===== src/rtl/gate_generator.sv =====
// Source-domain gate generator: turns event pulses into a resynchronizable gate level.
// Define GATE_GEN_TOGGLE_EN for toggle encoding (one gate inversion per event).
module gate_generator #(
    parameter int HIGH_CYCLES = 4,
    parameter int LOW_CYCLES  = 4,
    parameter int CNT_W       = 8
) (
    input  logic             clk_i,
    input  logic             reset_i,
    input  logic             pulse_i,
    output logic             gate_o,
    output logic             busy_o,
    output logic [CNT_W-1:0] pending_o,
    output logic             overflow_o
);

    localparam int MAXC = (HIGH_CYCLES > LOW_CYCLES) ? HIGH_CYCLES : LOW_CYCLES;
    localparam int TW   = $clog2(MAXC + 1);
    localparam logic [TW-1:0]    HI_LD = TW'(HIGH_CYCLES - 1);
    localparam logic [TW-1:0]    LO_LD = TW'(LOW_CYCLES - 1);
    localparam logic [CNT_W-1:0] CMAX  = '1;

`ifdef GATE_GEN_TOGGLE_EN
    typedef enum logic {IDLE, HOLD} state_t;
`else
    typedef enum logic [1:0] {IDLE, HIGH, LOW} state_t;
`endif

    state_t           state, state_nxt;
    logic [TW-1:0]    timer, timer_nxt;
    logic [CNT_W-1:0] pend_nxt;
    logic             gate_nxt, busy_nxt, ovf_nxt;
    logic             phase_end, last, inc, dec;

    assign phase_end = (timer == '0);
`ifdef GATE_GEN_TOGGLE_EN
    assign last = (state == HOLD) && phase_end;
`else
    assign last = (state == LOW) && phase_end;
`endif
    // A pulse landing on the final cycle with nothing queued starts the next gate directly
    assign dec = last && (pending_o != '0);
    assign inc = pulse_i && (state != IDLE) && !(last && pending_o == '0);

    always_ff @(posedge clk_i) begin
        if (reset_i) begin
            state      <= IDLE;
            timer      <= '0;
            gate_o     <= 1'b0;
            busy_o     <= 1'b0;
            pending_o  <= '0;
            overflow_o <= 1'b0;
        end else begin
            state      <= state_nxt;
            timer      <= timer_nxt;
            gate_o     <= gate_nxt;
            busy_o     <= busy_nxt;
            pending_o  <= pend_nxt;
            overflow_o <= ovf_nxt;
        end
    end

    always_comb begin
        state_nxt = state;
`ifdef GATE_GEN_TOGGLE_EN
        unique case (state)
            IDLE: if (pulse_i) state_nxt = HOLD;
            HOLD: if (last && !(pending_o != '0 || pulse_i)) state_nxt = IDLE;
            default: state_nxt = IDLE;
        endcase
`else
        unique case (state)
            IDLE: if (pulse_i) state_nxt = HIGH;
            HIGH: if (phase_end) state_nxt = LOW;
            LOW: begin
                if (phase_end)
                    state_nxt = (pending_o != '0 || pulse_i) ? HIGH : IDLE;
            end
            default: state_nxt = IDLE;
        endcase
`endif
    end

    always_comb begin
        gate_nxt  = gate_o;
        timer_nxt = timer;
        pend_nxt  = pending_o;
        ovf_nxt   = overflow_o;
`ifdef GATE_GEN_TOGGLE_EN
        unique case (state)
            IDLE: begin
                if (pulse_i) begin
                    gate_nxt  = ~gate_o;
                    timer_nxt = HI_LD;
                end
            end
            default: begin
                if (!phase_end) begin
                    timer_nxt = timer - 1'b1;
                end else if (state_nxt == HOLD) begin
                    gate_nxt  = ~gate_o;
                    timer_nxt = HI_LD;
                end
            end
        endcase
`else
        unique case (state)
            IDLE: begin
                if (pulse_i) begin
                    gate_nxt  = 1'b1;
                    timer_nxt = HI_LD;
                end
            end
            HIGH: begin
                if (phase_end) begin
                    gate_nxt  = 1'b0;
                    timer_nxt = LO_LD;
                end else begin
                    timer_nxt = timer - 1'b1;
                end
            end
            default: begin
                if (!phase_end) begin
                    timer_nxt = timer - 1'b1;
                end else if (state_nxt == HIGH) begin
                    gate_nxt  = 1'b1;
                    timer_nxt = HI_LD;
                end
            end
        endcase
`endif
        unique case ({inc, dec})
            2'b10: begin
                if (pending_o == CMAX) ovf_nxt = 1'b1;
                else pend_nxt = pending_o + 1'b1;
            end
            2'b01:   pend_nxt = pending_o - 1'b1;
            default: pend_nxt = pending_o;
        endcase
        busy_nxt = (state_nxt != IDLE) || (pend_nxt != '0);
    end

endmodule

===== config.mk =====
export PLATFORM = sky130hd
export DESIGN_NAME = gate_generator
export DESIGN_NICKNAME = d
export VERILOG_FILES = /design/src/rtl/gate_generator.sv
export SDC_FILE = /design/constraint.sdc
export NUM_CORES = 1
export LEC_CHECK = 0
export BUFFER_PORTS_ARGS = -buffer_cell sky130_fd_sc_hd__buf_2
export CORE_MARGIN = 1
export CORE_UTILIZATION = 57
export DETAILED_ROUTE_END_ITERATION = 10
export PLACE_DENSITY = 0.85
export SYNTH_ARGS = -nofsm -noshare
export SYNTH_HDL_FRONTEND = slang
export SYNTH_SLANG_ARGS = --single-unit

===== constraint.sdc =====
create_clock -name clk_i -period 3.4 [get_ports clk_i]
set_input_delay 0 -clock clk_i [delete_from_list [all_inputs] [get_ports clk_i]]
set_output_delay 0 -clock clk_i [all_outputs]
set_load 0.05 [all_outputs]

==> metrics.md <==
| Metric | Value |
|---|---|
| Post-placement cell count | 186 |
| RSZ-0062 raised after global routing | false |
| Final Non-Filler Cells | 190 |
| Setup TNS | 0 ps |
| Clk slew on worst S/H paths | roughly 90 ps |
| DRT iter0 DRCs | 72 |
| Worst-Skew Late Latency | 290 ps |
| Cell area after layout | around 1300 µm² |
| Post-synth cell types | 47 |
| Crit path from | pending_o[1] |
| GRT Overall Usage | 25.3% |
| Number of fillers in the final layout | 184 |
| PwrDens | 337 nW/µm² |
| Drt total wl | 2.73 mm |
| Post-route ant nets | 0 |
| Syn Nets | 166 |
| DIE AREA | about 2300 µm² |
| Vias | 1,187 |
| CP max FO | 10 |
| Period utilization | a little over 90% |
| DR WL/cell | 14.4 µm |
| Mapped Cells | 156 |
| 1st-pass router iterations | 4 |
| Skew final | about 7.3 ps |
| # IOs | 14 |
| Worst hold margin | 46.4 ps |
| Crit path launch type | flop |
| Share of cells above drive strength 1 | 17.2% |
| Syn Area/Cell | 7.75 µm² |
| Critical Path Sink Type | flop |
| Synth Register Bits | 16 |
| Ys Warns | 0 |
| Relative slew slack | 67.8% |
| Worst R2R Path Depth | 12 |
| Row cnt | 16 |
| Post-DP HPWL | 2.06 mm |
| Synth Flop Type | dfxtp_1 |
| Slowest CP cell | dfxtp_1 |
| FMAX | 0.324 GHz |
| Placed cell area | 1230 µm² |
| FF-to-FF End | busy_o |
| Post-CTS Hold Fix Bufs | 0 |
| FF-to-FF setup slack | 320 ps |
| Die extent in y | ~48 µm |
| Worst-Margin Slew | 476 ps |
| H-tree level count | 1 |
| Grt ovf | 0 |
| Final antenna diode count | 0 |
| Root Driver | clkbuf_4 |
| Reg area | around 320 µm² |
| Leak Pwr | between 0.4 and 0.5 nW |
| Post-CTS Resized | 0 |
| Vias/cell | approximately 6.2 |
| Final #Nets | around 170 |
| GP Congestion | 0.923 |
| Worst Setup EP | busy_o |
| Async set-reset flop share out of synthesis | 0% |
| Largest net degree at the start of global routing | 16 |
| Global-route wire length before repair | 4.06 mm |
| Post CTS Setup Buffer Count | 0 |
| Worst path required time | 3560 ps |
| Type of the tightest min-delay check | input port to flop |
| Critical register-to-register path startpoint | pending_o[1] |
| Cell Chain, Critical Path | inv_1, ha_1, nor3b_2, a21oi_1, and3_1, ha_2, inv_1, a31oi_1, a31oi_1, o311ai_1, nor4b_1, a41oi_1 |
| # DRC | 0 |
| Num CTS Buffers | 3 |
| Final setup vio count | 0 |
| Multi-input logic area | 756 µm² |
| Max Slew Vio Count | 0 |
| Chip width | 48.1 µm |
| Max IR drop VDD | 0.428 mV |
| Clk buf depth | 2 |
| Hold Fails Final Rpt | 0 |
| Initial core utilization | approximately three fifths |
| Max-cap violations | 0 |
| CTS tree | done |
| Area growth syn-to-layout | 5.18% |
| Data arrival, critical path | 3250 ps |
| Vias in the first global route | 925 |
| Initial antenna violation count | 0 |
| Clock sink count | 16 |
| Seq/Total Area, Yosys | 26.5% |
| Number of flops mapped to enable cells by yosys | 0 |
| Synthesized area | 1210 µm² |
| Core area | 1980 µm² |
| Max incr delay on CP | ~480 ps |
| CP Class | flop to flop |
| Status | finished clean |
| Fin crit period | roughly 3100 ps |
| Port-buffer cells | 13 |
area by class of cell:
class / instances / area share (%)
inverter: 16 / 4.72
sequential: 16 / 25.2
tap: 27 / 2.66
timing repair buffer: 13 / 5.12
clock buffer: 4 / 2.85
multi-input combinational: 114 / 59.4
cells by family after synthesis:
logic type	synth area share (%)
AOI/OAI and AO/OA	30.3
adders and majority gates	7.25
buffers and inverters	11.6
DFF	26.5
and+or+nand+nor	24.3
synth_stat cells (2+ instances only):
master    number  share of area (%)
a211oi_1       2                1.2
nor4_2         2                2.1
inv_1         16                5.0
nor3_1         5                2.1
dfxtp_1       16                 27
buf_6          4                3.7
clkbuf_1       3               0.93
o21ai_1        2               0.83
nand2_1       11                3.4
o21ai_0        8                3.3
ha_1           7                7.2
nor2_1        20                6.2
a21oi_1       11                4.6
o22ai_1        2                1.0
nand4_1        2                1.0
and4_1         2                1.4
a31oi_1        8                4.1
o211ai_1       2                1.2
nor3b_1        2                1.2
nand3_1        3                1.2
buf_2          2               0.83
how the worst min path moves through the flow:
| stage | start | endpoint | slack, ps | cells after the start |
|---|---|---|---|---|
| 2_1_floorplan | reset_i | timer[0] | 70 | 1 |
| 3_3_place_gp | reset_i | state[1] | 350 | 2 |
| 3_5_place_dp | reset_i | pending_o[1] | 350 | 2 |
| 4_1_cts | reset_i | pending_o[1] | 50 | 2 |
| 5_1_grt | reset_i | pending_o[1] | 50 | 2 |
| 6_report | reset_i | pending_o[1] | 50 | 2 |
cell usage in the layout, fill, tap and decap left out, types with 2 or more instances in the layout:
cell type,Yosys,layout
a31oi_1,8,8
ha_1,7,6
nand2_1,11,11
nor3_1,5,5
nor4_2,2,2
nand4_1,2,2
a21oi_1,11,11
a211oi_1,2,2
buf_2,2,13
o21ai_1,2,2
inv_1,16,16
o22ai_1,2,2
and4_1,2,2
dfxtp_1,16,16
nand3_1,3,3
o21ai_0,8,8
clkbuf_4,0,3
nor2_1,20,20
o211ai_1,2,2
power breakdown:
part	internal [mW]	switching [mW]	total (mW)	leakage, nW
logic	0.0333	0.0648	0.0981	0.348
registers	0.198	0.00904	0.207	0.131
clock network	0.0652	0.0587	0.124	0.0210
total	0.296	0.132	0.429	0.499
sequential cells by signal, summed over array words and instances, names as in the netlist:
signal / count
gate_o: 1
timer: 3
overflow_o: 1
state: 2
pending_o: 8
busy_o: 1
through the flow:
step                utilization [%]  setup slack (ps)  power (mW)
finish                         64.1               317       0.429
global route                   64.1              5.16       0.452
CTS                            63.8               201       0.429
detailed placement             61.9               231       0.307
global placement               61.9               422       0.304
floorplan                         -               399       0.291
routing by layer:
layer  up-vias  wire (µm)  global-route usage (%)
li1        585          -                       -
met3         6        207                    8.30
met5         -          0                       0
met2        62       1250                    38.9
met4         0         27                    5.00
met1       534       1240                    34.5
critical path: cells and delay by family (launching register included):
kind,cells,cell delay [ps]
simple gates,3,770
compound gates,5,830
flops,1,480
fa+ha+maj,2,590
buf+inv,2,300
(Power assumes the default switching activity.)
